**src/rtl/fetch_arbiter_pkg.sv**
```systemverilog
// Shared IF/ID pipeline constants and types for the instruction-memory fetch arbiter.
// The optional starvation guard is enabled by defining FETCH_ARB_STARVE_EN.
package fetch_arbiter_pkg;

  localparam int XLEN         = 32;
  localparam int INSTR_W      = 32;
  localparam int FSM_STATE_W  = 2;
  localparam int STARVE_CNT_W = 4;

  // Value presented on the fetched-word bus when no fetch completes
  localparam logic [INSTR_W-1:0] IF_BUBBLE = '0;

  typedef enum logic [FSM_STATE_W-1:0] {
    IDLE   = 2'd0,
    F_BUSY = 2'd1,
    D_BUSY = 2'd2
  } arb_state_t;

  // Clamp the starvation limit into the range the 4-bit counter can represent
  function automatic logic [STARVE_CNT_W-1:0] starve_limit_cnt(input int limit);
    logic [STARVE_CNT_W-1:0] result;
    if (limit < 1)
      result = 4'd1;
    else if (limit > 15)
      result = 4'd15;
    else
      result = limit[STARVE_CNT_W-1:0];
    return result;
  endfunction

endpackage

```
**src/rtl/fetch_arbiter_if.sv**
```systemverilog
// Bus bundle between the fetch/data requesters, the arbiter and the instruction memory.
// The arbiter connects through the slave modport; the environment drives the master modport.
interface fetch_arbiter_if;
  import fetch_arbiter_pkg::*;

  logic               f_req;
  logic [XLEN-1:0]    f_addr;
  logic               f_redirect;

  logic               d_req;
  logic               d_we;
  logic [XLEN-1:0]    d_addr;
  logic [XLEN-1:0]    d_wdata;
  logic               d_ack;
  logic [XLEN-1:0]    d_rdata;

  logic               mem_req;
  logic               mem_we;
  logic [XLEN-1:0]    mem_addr;
  logic [XLEN-1:0]    mem_wdata;
  logic               mem_ack;
  logic [XLEN-1:0]    mem_rdata;

  logic               FREEZE;
  logic [INSTR_W-1:0] Instr1_fIM;

  modport slave (
    input  f_req, f_addr, f_redirect,
    input  d_req, d_we, d_addr, d_wdata,
    output d_ack, d_rdata,
    output mem_req, mem_we, mem_addr, mem_wdata,
    input  mem_ack, mem_rdata,
    output FREEZE, Instr1_fIM
  );

  modport master (
    output f_req, f_addr, f_redirect,
    output d_req, d_we, d_addr, d_wdata,
    input  d_ack, d_rdata,
    input  mem_req, mem_we, mem_addr, mem_wdata,
    output mem_ack, mem_rdata,
    input  FREEZE, Instr1_fIM
  );

endinterface

```
**src/rtl/fetch_arb_starve.sv**
```systemverilog
// Starvation counter for the data requester: counts arbitration rounds that data loses
// to fetch, saturating at the limit. Only built when FETCH_ARB_STARVE_EN is defined.
module fetch_arb_starve
  import fetch_arbiter_pkg::*;
#(
  parameter int STARVE_LIMIT = 4
) (
  input  logic CLK,
  input  logic RESET,
  input  logic lost,
  input  logic d_grant,
  output logic starved
);

  localparam logic [STARVE_CNT_W-1:0] LIMIT = starve_limit_cnt(STARVE_LIMIT);

  logic [STARVE_CNT_W-1:0] count;

  // Count lost rounds up to the limit; a data grant or reset starts over from zero
  always_ff @(posedge CLK) begin
    if (!RESET)
      count <= '0;
    else if (d_grant)
      count <= '0;
    else if (lost && (count < LIMIT))
      count <= count + 4'd1;
  end

  assign starved = (count == LIMIT);

endmodule

```
**src/rtl/fetch_arbiter.sv**
```systemverilog
// Arbiter sharing one instruction-memory port between the fetch stage and a data/debug
// requester, with at most one memory transaction outstanding. Fetch normally has priority;
// defining FETCH_ARB_STARVE_EN adds a starvation guard that lets data win after
// STARVE_LIMIT lost rounds.
module fetch_arbiter
  import fetch_arbiter_pkg::*;
#(
  parameter int STARVE_LIMIT = 4
) (
  input  logic            CLK,
  input  logic            RESET,
  fetch_arbiter_if.slave  bus
);

  arb_state_t      state;
  logic            kill;
  logic            mem_req_q;
  logic            mem_we_q;
  logic [XLEN-1:0] mem_addr_q;
  logic [XLEN-1:0] mem_wdata_q;
  logic            d_ack_q;
  logic [XLEN-1:0] d_rdata_q;

  logic            starved;
  logic            fetch_grant;
  logic            data_grant;
  logic            fetch_done;

  // Data only overrides fetch priority when it is starved and actually asking
  assign fetch_grant = (state == IDLE) && bus.f_req && !(starved && bus.d_req);
  assign data_grant  = (state == IDLE) && bus.d_req && !fetch_grant;

`ifdef FETCH_ARB_STARVE_EN
  logic d_lost;

  assign d_lost = (state == IDLE) && bus.d_req && !data_grant;

  fetch_arb_starve #(
    .STARVE_LIMIT (STARVE_LIMIT)
  ) u_starve (
    .CLK     (CLK),
    .RESET   (RESET),
    .lost    (d_lost),
    .d_grant (data_grant),
    .starved (starved)
  );
`else
  // The clamped limit is never zero, so this is constant 0: strict fetch priority
  assign starved = (starve_limit_cnt(STARVE_LIMIT) == 4'd0);
`endif

  // A fetch completes only on an unkilled ack; a redirect in the ack cycle itself also kills it
  assign fetch_done = RESET && (state == F_BUSY) && bus.mem_ack && !kill && !bus.f_redirect;

  // Main arbitration FSM with registered memory request and data-side outputs
  always_ff @(posedge CLK) begin
    if (!RESET) begin
      state       <= IDLE;
      kill        <= 1'b0;
      mem_req_q   <= 1'b0;
      mem_we_q    <= 1'b0;
      mem_addr_q  <= '0;
      mem_wdata_q <= '0;
      d_ack_q     <= 1'b0;
      d_rdata_q   <= '0;
    end else begin
      d_ack_q <= 1'b0;
      unique case (state)
        IDLE: begin
          if (fetch_grant) begin
            state       <= F_BUSY;
            kill        <= 1'b0;
            mem_req_q   <= 1'b1;
            mem_we_q    <= 1'b0;
            mem_addr_q  <= bus.f_addr;
            mem_wdata_q <= '0;
          end else if (data_grant) begin
            state       <= D_BUSY;
            mem_req_q   <= 1'b1;
            mem_we_q    <= bus.d_we;
            mem_addr_q  <= bus.d_addr;
            mem_wdata_q <= bus.d_wdata;
          end
        end
        F_BUSY: begin
          if (bus.mem_ack) begin
            state     <= IDLE;
            kill      <= 1'b0;
            mem_req_q <= 1'b0;
          end else if (bus.f_redirect) begin
            kill <= 1'b1;
          end
        end
        D_BUSY: begin
          if (bus.mem_ack) begin
            state     <= IDLE;
            mem_req_q <= 1'b0;
            d_ack_q   <= 1'b1;
            if (!mem_we_q)
              d_rdata_q <= bus.mem_rdata;
          end
        end
        default: begin
          state     <= IDLE;
          mem_req_q <= 1'b0;
        end
      endcase
    end
  end

  assign bus.mem_req    = mem_req_q;
  assign bus.mem_we     = mem_we_q;
  assign bus.mem_addr   = mem_addr_q;
  assign bus.mem_wdata  = mem_wdata_q;
  assign bus.d_ack      = d_ack_q;
  assign bus.d_rdata    = d_rdata_q;
  assign bus.FREEZE     = bus.f_req && !fetch_done;
  assign bus.Instr1_fIM = fetch_done ? bus.mem_rdata : IF_BUBBLE;

endmodule

```
**src/flat_wrapper.sv**
```systemverilog
// flat-port wrapper written by rule: the top's interface ports become plain ports
module fetch_arbiter_flat import fetch_arbiter_pkg::*;
#(
  parameter int STARVE_LIMIT = 4
)
  (CLK, RESET, bus_f_req, bus_f_addr, bus_f_redirect, bus_d_req, bus_d_we, bus_d_addr, bus_d_wdata, bus_d_ack, bus_d_rdata, bus_mem_req, bus_mem_we, bus_mem_addr, bus_mem_wdata, bus_mem_ack, bus_mem_rdata, bus_FREEZE, bus_Instr1_fIM);
  fetch_arbiter_if bus_i ();
  input  logic CLK;
  input  logic RESET;
  input wire logic [$bits(bus_i.f_req)-1:0] bus_f_req;
  input wire logic [$bits(bus_i.f_addr)-1:0] bus_f_addr;
  input wire logic [$bits(bus_i.f_redirect)-1:0] bus_f_redirect;
  input wire logic [$bits(bus_i.d_req)-1:0] bus_d_req;
  input wire logic [$bits(bus_i.d_we)-1:0] bus_d_we;
  input wire logic [$bits(bus_i.d_addr)-1:0] bus_d_addr;
  input wire logic [$bits(bus_i.d_wdata)-1:0] bus_d_wdata;
  output wire logic [$bits(bus_i.d_ack)-1:0] bus_d_ack;
  output wire logic [$bits(bus_i.d_rdata)-1:0] bus_d_rdata;
  output wire logic [$bits(bus_i.mem_req)-1:0] bus_mem_req;
  output wire logic [$bits(bus_i.mem_we)-1:0] bus_mem_we;
  output wire logic [$bits(bus_i.mem_addr)-1:0] bus_mem_addr;
  output wire logic [$bits(bus_i.mem_wdata)-1:0] bus_mem_wdata;
  input wire logic [$bits(bus_i.mem_ack)-1:0] bus_mem_ack;
  input wire logic [$bits(bus_i.mem_rdata)-1:0] bus_mem_rdata;
  output wire logic [$bits(bus_i.FREEZE)-1:0] bus_FREEZE;
  output wire logic [$bits(bus_i.Instr1_fIM)-1:0] bus_Instr1_fIM;
  assign bus_i.f_req = bus_f_req;
  assign bus_i.f_addr = bus_f_addr;
  assign bus_i.f_redirect = bus_f_redirect;
  assign bus_i.d_req = bus_d_req;
  assign bus_i.d_we = bus_d_we;
  assign bus_i.d_addr = bus_d_addr;
  assign bus_i.d_wdata = bus_d_wdata;
  assign bus_d_ack = bus_i.d_ack;
  assign bus_d_rdata = bus_i.d_rdata;
  assign bus_mem_req = bus_i.mem_req;
  assign bus_mem_we = bus_i.mem_we;
  assign bus_mem_addr = bus_i.mem_addr;
  assign bus_mem_wdata = bus_i.mem_wdata;
  assign bus_i.mem_ack = bus_mem_ack;
  assign bus_i.mem_rdata = bus_mem_rdata;
  assign bus_FREEZE = bus_i.FREEZE;
  assign bus_Instr1_fIM = bus_i.Instr1_fIM;
  fetch_arbiter #(.STARVE_LIMIT(STARVE_LIMIT)) u_core (.CLK(CLK), .RESET(RESET), .bus(bus_i));
endmodule
```
**config.mk**
```make
export PLATFORM = sky130hd
export DESIGN_NAME = fetch_arbiter_flat
export DESIGN_NICKNAME = d
export VERILOG_FILES = /design/src/rtl/fetch_arbiter_pkg.sv /design/src/rtl/fetch_arbiter_if.sv /design/src/rtl/fetch_arb_starve.sv /design/src/rtl/fetch_arbiter.sv /design/src/flat_wrapper.sv
export SDC_FILE = /design/constraint.sdc
export NUM_CORES = 1
export LEC_CHECK = 0
export BUFFER_PORTS_ARGS = -buffer_cell sky130_fd_sc_hd__buf_4
export CAP_MARGIN = 15
export CORE_UTILIZATION = 39
export DETAILED_ROUTE_END_ITERATION = 6
export GPL_TIMING_DRIVEN = 0
export PLACE_DENSITY_LB_ADDON = 0.3
export SYNTH_ARGS = -nofsm -noshare
export SYNTH_HDL_FRONTEND = slang
export SYNTH_SLANG_ARGS = --single-unit
```
**constraint.sdc**
```tcl
create_clock -name CLK -period 1.7 [get_ports CLK]
set_clock_uncertainty 0.15 [all_clocks]
set_input_delay 0.17 -clock CLK [delete_from_list [all_inputs] [get_ports CLK]]
set_output_delay 0.17 -clock CLK [all_outputs]
set_load 0.05 [all_outputs]
```
# == After elaboration in Yosys (flattened, before gate mapping) ==
# Index checks and enable logic that the tools add are counted.
# op_classes
eq_ne,6
bitwise,1
n_reduce_logical,21
n_mux,20
# ops
cell,count
32-bit two-way mux,5
1-bit two-way mux,9
1-bit logical AND,8
2-bit two-way mux,3
2-bit AND reduction,3
3-bit AND reduction,2
1-bit zero test,4
2-bit by 1-bit != test with 1-bit output (second input constant),2
1-bit one-hot mux with 2 select lines,2
2-bit one-hot mux with 2 select lines,1
2-bit nonzero test,2
3-bit by 1-bit != test with 1-bit output (second input constant),1
3-bit != test (second input constant),1
2-bit by 1-bit == test with 1-bit output (second input constant),1
2-bit == test (second input constant),1
2-bit zero test,1
2-bit OR reduction,1
1-bit inverter,1
# word_totals
regBits,102
elab_cells,56

# == Depth between registers and ports, before layout ==
# Gate-level depths: netlist (run 1).
# logic_depth
word_depth,7
mapped_depth,7

# == Worst setup path before layout (run 1) ==
# OpenSTA, ideal clock, no wires.
# synth_timing
kind,reg2out
start,register u_core.state[1]
end,output bus_Instr1_fIM[0]
path_slack_ns,-0.149
t_arrival_ns,1.529
t_required_ns,1.380
stages_incl_launch_ff,7
path_buffers,1
path_cell_list,dfxtp_1 inv_1 ha_1 nand4b_1 nor2_1 clkbuf_1 and2_1
# synth_between
elab_chain_len,6
# synth_lines
element,line_no,source
start: declaration,fetch_arbiter.sv:15,arb_state_t state;
start signal: assignment,fetch_arbiter.sv:58,state <= IDLE;
start signal: assignment,fetch_arbiter.sv:71,state <= F_BUSY;
start signal: assignment,fetch_arbiter.sv:78,state <= D_BUSY;
2-bit by 1-bit == test with 1-bit output,fetch_arbiter.sv:53,assign fetch_done = RESET && (state == F_BUSY) && bus.mem_ack && !kill && !bus.f_redirect;
1-bit logical AND (4 in series),fetch_arbiter.sv:53,
32-bit two-way mux,fetch_arbiter.sv:118,assign bus.Instr1_fIM = fetch_done ? bus.mem_rdata : IF_BUBBLE;
end: declaration,flat_wrapper.sv:26,output wire logic [$bits(bus_i.Instr1_fIM)-1:0] bus_Instr1_fIM;
# Every way passes these cells.

# == Worst setup path after layout (run 1) ==
# layout_timing
start,register u_core.state[1]
end,output bus_Instr1_fIM[21]
# Same word-level chain as after synthesis.

==> results of run 1 <==
-- cell usage after synthesis, drive strengths merged --
cell    number
and2        32
o21ai        5
and3b        2
nand3        1
nand4b       1
o21a         1
nor2         3
and3         1
a21oi        2
dfxtp      102
clkbuf      18
o221a        1
inv          3
mux2i       33
a22oi       33
nand2b       1
a21boi      33
nand2       97
nand3b       1
ha           3
nor2b       37
o211a       32
buf         21
-- report_power, final --
group          total [uW]  leakage [uW]  internal, uW  switching (uW)
Sequential           2670      0.000835          2560             105
Combinational        2250       0.00313           998            1250
Clock                1470     0.0000849           578             890
-- worst paths after layout --
check	end	slack [ns]	depth (start not counted)
setup / recovery	bus_Instr1_fIM[21]	-0.37	8
hold / removal	u_core.bus.mem_addr[12]	0.02	4
setup reg to reg	u_core.bus.mem_wdata[20]	0.03	7
hold reg to reg	u_core.bus.d_rdata[4]	0.31	2
-- per-stage QoR --
stage / setup slack, ns / hold WS, ns / utilization [%] / instances
after detailed placement: -0.619 / 0.283 / 60.7 / 869
after global routing: -0.425 / 0.0221 / 77.6 / 997
after floorplan: -0.0527 / 0.155 / - / 463
after global placement: -0.564 / 0.281 / 60.7 / 869
final: -0.373 / 0.0175 / 77.6 / 997
after CTS: -0.386 / 0.000113 / 75.8 / 991
-- sequential cells by signal, indices dropped and copies added, names as in the netlist --
register              count
u_core.bus.d_ack          1
u_core.bus.d_rdata       32
u_core.bus.mem_addr      32
u_core.bus.mem_req        1
u_core.bus.mem_wdata     32
u_core.bus.mem_we         1
u_core.kill               1
u_core.state              2
-- layer usage --
layer,part of all wire (%),GRT usage [%],vias up
li1,-,-,2355
met1,37,29.5,2371
met2,51,49.9,252
met3,8.5,7.72,54
met4,3.6,14.2,0
met5,0,0,-
-- cells by family after synthesis --
group / after synthesis / synth area share (%)
DFF: 102 / 46.5
and+or+nand+nor: 176 / 19.5
buffers and inverters: 42 / 5.84
muxes: 33 / 7.52
adders and majority gates: 3 / 0.854
AOI/OAI and AO/OA: 107 / 19.8
-- worst max-delay path: cells and delay by family, from the launching register on --
family	cells	cell delay, ns
buf+inv	4	0.51
fa+ha+maj	1	0.13
simple gates	3	0.41
flops	1	0.34
-- what timing repair did --
| action | in CTS | in global routing |
|---|---|---|
| cloned | 3 | 3 |
| hold endpoints to repair | 84 | 0 |
| pin swaps | 33 | 6 |
| hold buffers | 98 | 0 |
| buffers inserted | 6 | 3 |
| gates resized for setup | 129 | 44 |
| endpoints found under the setup margin | 86 | 90 |
-- final cells by class --
cell class                      instances  area, um^2  area share, %
Timing Repair Buffer                  379        3430           40.5
Sequential cell                       102        2040           24.2
Clock buffer                           10         138           1.63
Tap cell                              140         175           2.07
Multi-Input combinational cell        319        2280           26.9
Clock inverter                          6        45.0          0.533
Buffer                                 38         337           3.98
Inverter                                3        11.3          0.133
==> reports/metrics.yaml, run 1 <==
run_status:
  status: "finished, violations left"
  violations: "negative setup slack"
synthesis:
  yosysSeqAreaShare_pct: 46.5
  syn_nets: 601
  synth_area_um2: 4390
  yosysWarnings: 0
  yosysTopAreaCell: "dfxtp_1"
  synth_top_area_share_pct: 46.5
  synthCells: 463
  synth.distinct_cells: 28
  syn_area_per_cell_um2: 9.49
  ys_ff_latch: 102
  synthTopCellsByArea: "dfxtp_1 46%, nand2_1 8.3%, mux2i_1 7.5%, o211a_1 7.3%, a22oi_1 5.6%"
finish:
  layout_common_cells: "246 x buf_4, 100 x dfxtp_1, 98 x dlygate4sd3_1, 97 x nand2_1, 41 x buf_8"
  nFillCells: 653
  finalInstanceArea_um2: 8450
  area_growth_pct: 92.4
  nNetsFinal: 990
  final_common_cell: "buf_4"
  drive_gt1_share_pct: 44.2
  n_antenna_cell: 0
die:
  core_area_um2: 10900
  die_y_um: 108
  die-area_um2: 11700
  die_width_um: 108
  rows: 38
  io_pins: 267
  floorplan.initialDensity_pct: 40.4
critical_path:
  criticalPathCategory: "flip-flop to output pin"
  r2r-start: "u_core.state[1]"
  crit_path_start: "u_core.state[1]"
  cp.arrival_ns: 1.75
  start_kind: "flip-flop"
  worst_path_max_delay_cell: "dfxtp_2"
  crit_chain: "inv_2 -> ha_4 -> nand4b_1 -> nor2_4 -> buf_12 -> clkbuf_16 -> and2_4 -> buf_8"
  end_kind: "output pin"
  worstPathRequired_ns: 1.38
  crit_fanout: 8
  cpPeakStageDelay_ns: 0.34
clock_network:
  h-tree-depth: 3
  clk_pin_slew_ns: 0.10
  cts.sink_count: 102
  cts_made_buffers: 9
  clk_latency_ns: 0.36
  cts_tree: "done"
  cts_root_buf: "clkbuf_8"
  cts.path.max_buffers: 2
global_routing:
  grt_pass1_vias: 5208
  grt_pass1_wl_mm: 25.3
  grt_max_degree: 18
  globalRouteTotalUtil_pct: 27.8
  gr-total-overflow: 0
  antenna_found_initial: 0
sta:
  fin_crit_sh_pct: 122
  rsz0062_at_grt: "true"
  fin_crit_ns: 2.07
  setup_viol: 33
  worst_pin_slew_ns: 0.428
  slew_headroom_pct: 71.5
  finalSetupTns_ns: -11.18
  slew_viol_final: 0
  max_freq_ghz: 0.482
  layout_setup_ws_ns: -0.373
  hold_viol_final: 0
power_and_ir_drop:
  max-vdd-ir-drop_mv: 0.488
  power.density_nw_per_um2: 755
  power_uw: 6380
  p_leak_uw: 0.00405
drt:
  drtAntennaViolNets: 0
  drt_iter0_markers: 232
  wl_mm: 17.2
  vias: 5032
  remaining_drc_errors: 0
  vias_per_cell: 5.05
  wl_per_cell_um: 17.3
  dr.pass1.iters: 6
min_path:
  min_path_type: "input port to flip-flop"
  worstHoldStart: "bus_d_addr[12]"
placed_design:
  place_area_um2: 6610
  gp_congestion: 0.768
  hpwlAfterDp_mm: 10.3
  portBuffers: 266
flow_run:
  cap_violations: 0
No activity file was read; power rests on OpenSTA's default activity.
==> run 2, diff against run 1 <==
ABC_AREA = 1   (was default)
==> reports/metrics.yaml, run 2 <==
finish:
  final_common_cell: "buf_4"  # unchanged
  nNetsFinal: 1087  # was 990
  area_growth_pct: 93.3  # was 92.4%
  post_layout_nonfiller_instances: 1094  # was 997
  n_antenna_cell: 0  # unchanged
  drive_gt1_share_pct: 47.0  # was 44.2%
  layout_common_cells: "253 x buf_4, 100 x dfxtp_1, 93 x nand2_1, 84 x dlygate4sd3_1"  # was 246 x buf_4, 100 x dfxtp_1, 98 x dlygate4sd3_1, 97 x nand2_1, 41 x buf_8
  finalInstanceArea_um2: 8580  # was 8450 um^2
synthesis:
  synth_async_sr_flop_share_pct: 0  # unchanged
  synth_xor_area_share_pct: 0  # unchanged
  syn_nets: 709  # was 601
  synth_compound_area_share_pct: 26.3  # was 19.8%
  synth_top_area_share_pct: 46.0  # was 46.5%
  synth_edf_count: 0  # unchanged
  yosysWarnings: 0  # unchanged
  synth-simple-area-share_pct: 14.8  # was 19.5%
  synthCells: 571  # was 463
  synthTopCellsByArea: "dfxtp_1 46%, a21oi_1 8.1%, nand2_1 7.9%, inv_1 6.1%, a21oi_2 5.5%"  # was dfxtp_1 46%, nand2_1 8.3%, mux2i_1 7.5%, o211a_1 7.3%, a22oi_1 5.6%
  yosysSeqAreaShare_pct: 46.0  # was 46.5%
  yosysTopAreaCell: "dfxtp_1"  # unchanged
  synth_area_um2: 4440  # was 4390 um^2
  synth.distinct_cells: 21  # was 28
  ys_ff_latch: 102  # unchanged
  syn_area_per_cell_um2: 7.77  # was 9.49 um^2
  synthTopCellsByCount: "102 x dfxtp_1, 93 x nand2_1, 72 x a21oi_1, 72 x inv_1, 47 x o21ai_0"  # was 102 x dfxtp_1, 97 x nand2_1, 37 x nor2b_1
  synth_mux_area_share_pct: 0  # was 7.52%
  yosys.area_share.adder_pct: 0.846  # was 0.854%
  synth_top_family_by_area: "compound AO/OA/AOI/OAI gates"  # unchanged
  yosys.cell_count.top_type: "dfxtp_1"  # unchanged
  ys.flop_type: "dfxtp_1"  # unchanged
critical_path:
  r2r-start: "u_core.state[0]"  # was u_core.state[1]
  cp.arrival_ns: 1.88  # was 1.75 ns
  worst_path_max_delay_cell: "dfxtp_2"  # unchanged
  crit_path_start: "u_core.state[1]"  # unchanged
  r2r-end: "u_core.bus.d_rdata[16]"  # was u_core.bus.mem_wdata[20]
  crit_fanout: 8  # unchanged
  criticalPathCategory: "flip-flop to output pin"  # unchanged
  r2r_setup_slack_ns: -0.01  # was 0.03 ns
  end_kind: "output pin"  # unchanged
  cp_top_family: "buffers and inverters"  # unchanged
  cpPeakStageDelay_ns: 0.33  # was 0.34 ns
  start_kind: "flip-flop"  # unchanged
  cp_num_buf_inv: 4  # unchanged
  crit_chain: "inv_2 -> ha_4 -> inv_4 -> nor3_4 -> nand3_4 -> clkbuf_16 -> nor2_4 -> buf_8"  # was inv_2 -> ha_4 -> nand4b_1 -> nor2_4 -> buf_12 -> clkbuf_16 -> and2_4 -> buf_8
  worstPathRequired_ns: 1.38  # about the same
  rr_worst_depth: 7  # unchanged
die:
  die_y_um: 109  # was 108 um
  die-area_um2: 11800  # was 11700 um^2
  io_pins: 267  # unchanged
  core_area_um2: 11000  # was 10900 um^2
  rows: 38  # unchanged
  die_width_um: 109  # was 108 um
  floorplan.initialDensity_pct: 40.4  # about the same
clock_network:
  cts.sink_count: 102  # unchanged
  cts_root_buf: "clkbuf_16"  # was clkbuf_8
  cts_made_buffers: 9  # unchanged
  cts_tree: "done"  # unchanged
  clk_pin_slew_ns: 0.07  # was 0.10 ns
  cts.path.max_buffers: 2  # unchanged
  h-tree-depth: 3  # unchanged
  clk_latency_ns: 0.33  # was 0.36 ns
drt:
  wl_per_cell_um: 15.9  # was 17.3 um
  remaining_drc_errors: 0  # unchanged
  drtAntennaViolNets: 0  # unchanged
  vias_per_cell: 4.90  # was 5.05
  wl_mm: 17.4  # was 17.2 mm
  drt_iter0_markers: 344  # was 232
  dr.pass1.iters: 4  # was 6
  vias: 5363  # was 5032
min_path:
  min_path_type: "input port to flip-flop"  # unchanged
  min_to: "u_core.bus.mem_addr[3]"  # was u_core.bus.mem_addr[12]
  whs_path_depth: 3  # was 4
  worstHoldStart: "bus_f_addr[3]"  # was bus_d_addr[12]
placed_design:
  place_area_um2: 6880  # was 6610 um^2
  portBuffers: 266  # unchanged
  placedCellCount: 977  # was 869
  hpwlAfterDp_mm: 10.5  # was 10.3 mm
  gp_congestion: 0.798  # was 0.768
power_and_ir_drop:
  power.density_nw_per_um2: 811  # was 755 nW/um^2
  power_uw: 6960  # was 6380 uW
  p_sw_uw: 2350  # was 2240 uW
  switching_share_pct: 33.7  # was 35.2%
  p_seq_share_pct: 38.3  # was 41.8%
  pwr-share-comb_pct: 32.5  # was 35.2%
  intPower_uw: 4610  # was 4140 uW
  clock_power_share_pct: 29.2  # was 23.0%
  max-vdd-ir-drop_mv: 0.713  # was 0.488 mV
  p_leak_uw: 0.00402  # was 0.00405 uW
sta:
  worst_pin_slew_ns: 0.501  # was 0.428 ns
  rsz0062_at_grt: "true"  # unchanged
  hold_viol_final: 0  # unchanged
  fin_hold_ws_ns: 0.00845  # was 0.0175 ns
  slew_viol_final: 0  # unchanged
  layout_setup_ws_ns: -0.496  # was -0.373 ns
  max_freq_ghz: 0.455  # was 0.482 GHz
  fin_crit_sh_pct: 129  # was 122%
  fin_crit_ns: 2.20  # was 2.07 ns
  slew_headroom_pct: 66.6  # was 71.5%
  setup_viol: 36  # was 33
flow_run:
  cap_violations: 0  # unchanged
global_routing:
  grt_max_degree: 17  # was 18
  globalRouteTotalUtil_pct: 27.6  # was 27.8%
  gr-total-overflow: 0  # unchanged
  grt_pass1_wl_mm: 25.6  # was 25.3 mm
  antenna_found_initial: 0  # unchanged
  grt_pass1_vias: 5373  # was 5208
run_status:
  status: "finished, violations left"  # unchanged
  violations: "negative setup slack"  # unchanged
## run 2: layout make-up
class	count	area (um^2)
tap	140	175
sequential	102	2040
fill	701	2400
timing repair buffer	368	3230
clock buffer	11	233
multi-input combinational	356	2200
inverter	74	280
buffer	38	363
clock inverter	5	58.8
## run 2: timing repair
item                       in CTS  in global routing
gates resized for setup        51                 59
hold buffers                   83                  1
buffers inserted                6                  7
gates cloned                    3                  2
hold endpoints to repair       84                  1
setup endpoints to repair      53                112
pin swaps                       7                  7
## run 2: routing by layer
| metal | GRT usage [%] | up-vias | routed length [um] |
|---|---|---|---|
| met5 | 0 | - | 0 |
| met4 | 11.9 | 0 | 649 |
| li1 | - | 2583 | - |
| met3 | 7.29 | 48 | 1220 |
| met1 | 29.0 | 2494 | 6300 |
| met2 | 51.5 | 238 | 9180 |
## run 2: logic make-up (layout without fill, tap and decap cells)
kind of cell,count (synthesis),after routing
compound gates,198,198
buf+inv,113,496
flops,102,102
simple gates,155,155
fa+ha+maj,3,3
## run 2: power by group through the flow
stage               Combinational, uW  Clock, uW  Sequential (uW)
finish                           2260       2030             2660
global route                     2380       2180             2680
CTS                              2140       2070             2650
detailed placement               1940          0             2700
global placement                 1910          0             2690
floorplan                         699          0             3260
## run 2: metrics by stage
stage                     setup TNS, ns  setup slack, ns  utilization, %
after floorplan                   -1.06           -0.130               -
after global placement            -4.89           -0.219            62.6
after detailed placement          -5.88           -0.245            62.6
after CTS                        -14.89           -0.479            75.7
after global routing             -18.33           -0.558            78.1
final                            -14.96           -0.496            78.1
## run 2: how the worst max path moves through the flow
stage               cells past startpoint            endpoint
global placement                        8   bus_Instr1_fIM[0]
floorplan                               6  bus_Instr1_fIM[22]
finish                                  8  bus_Instr1_fIM[10]
detailed placement                      8   bus_Instr1_fIM[0]
CTS                                     8  bus_Instr1_fIM[29]
global route                            8  bus_Instr1_fIM[10]
## run 2: tightest hold or removal path, cell delays in order
cell	delay, ns
buf_4	0.08
o21ai_2	0.06
a21oi_2	0.13
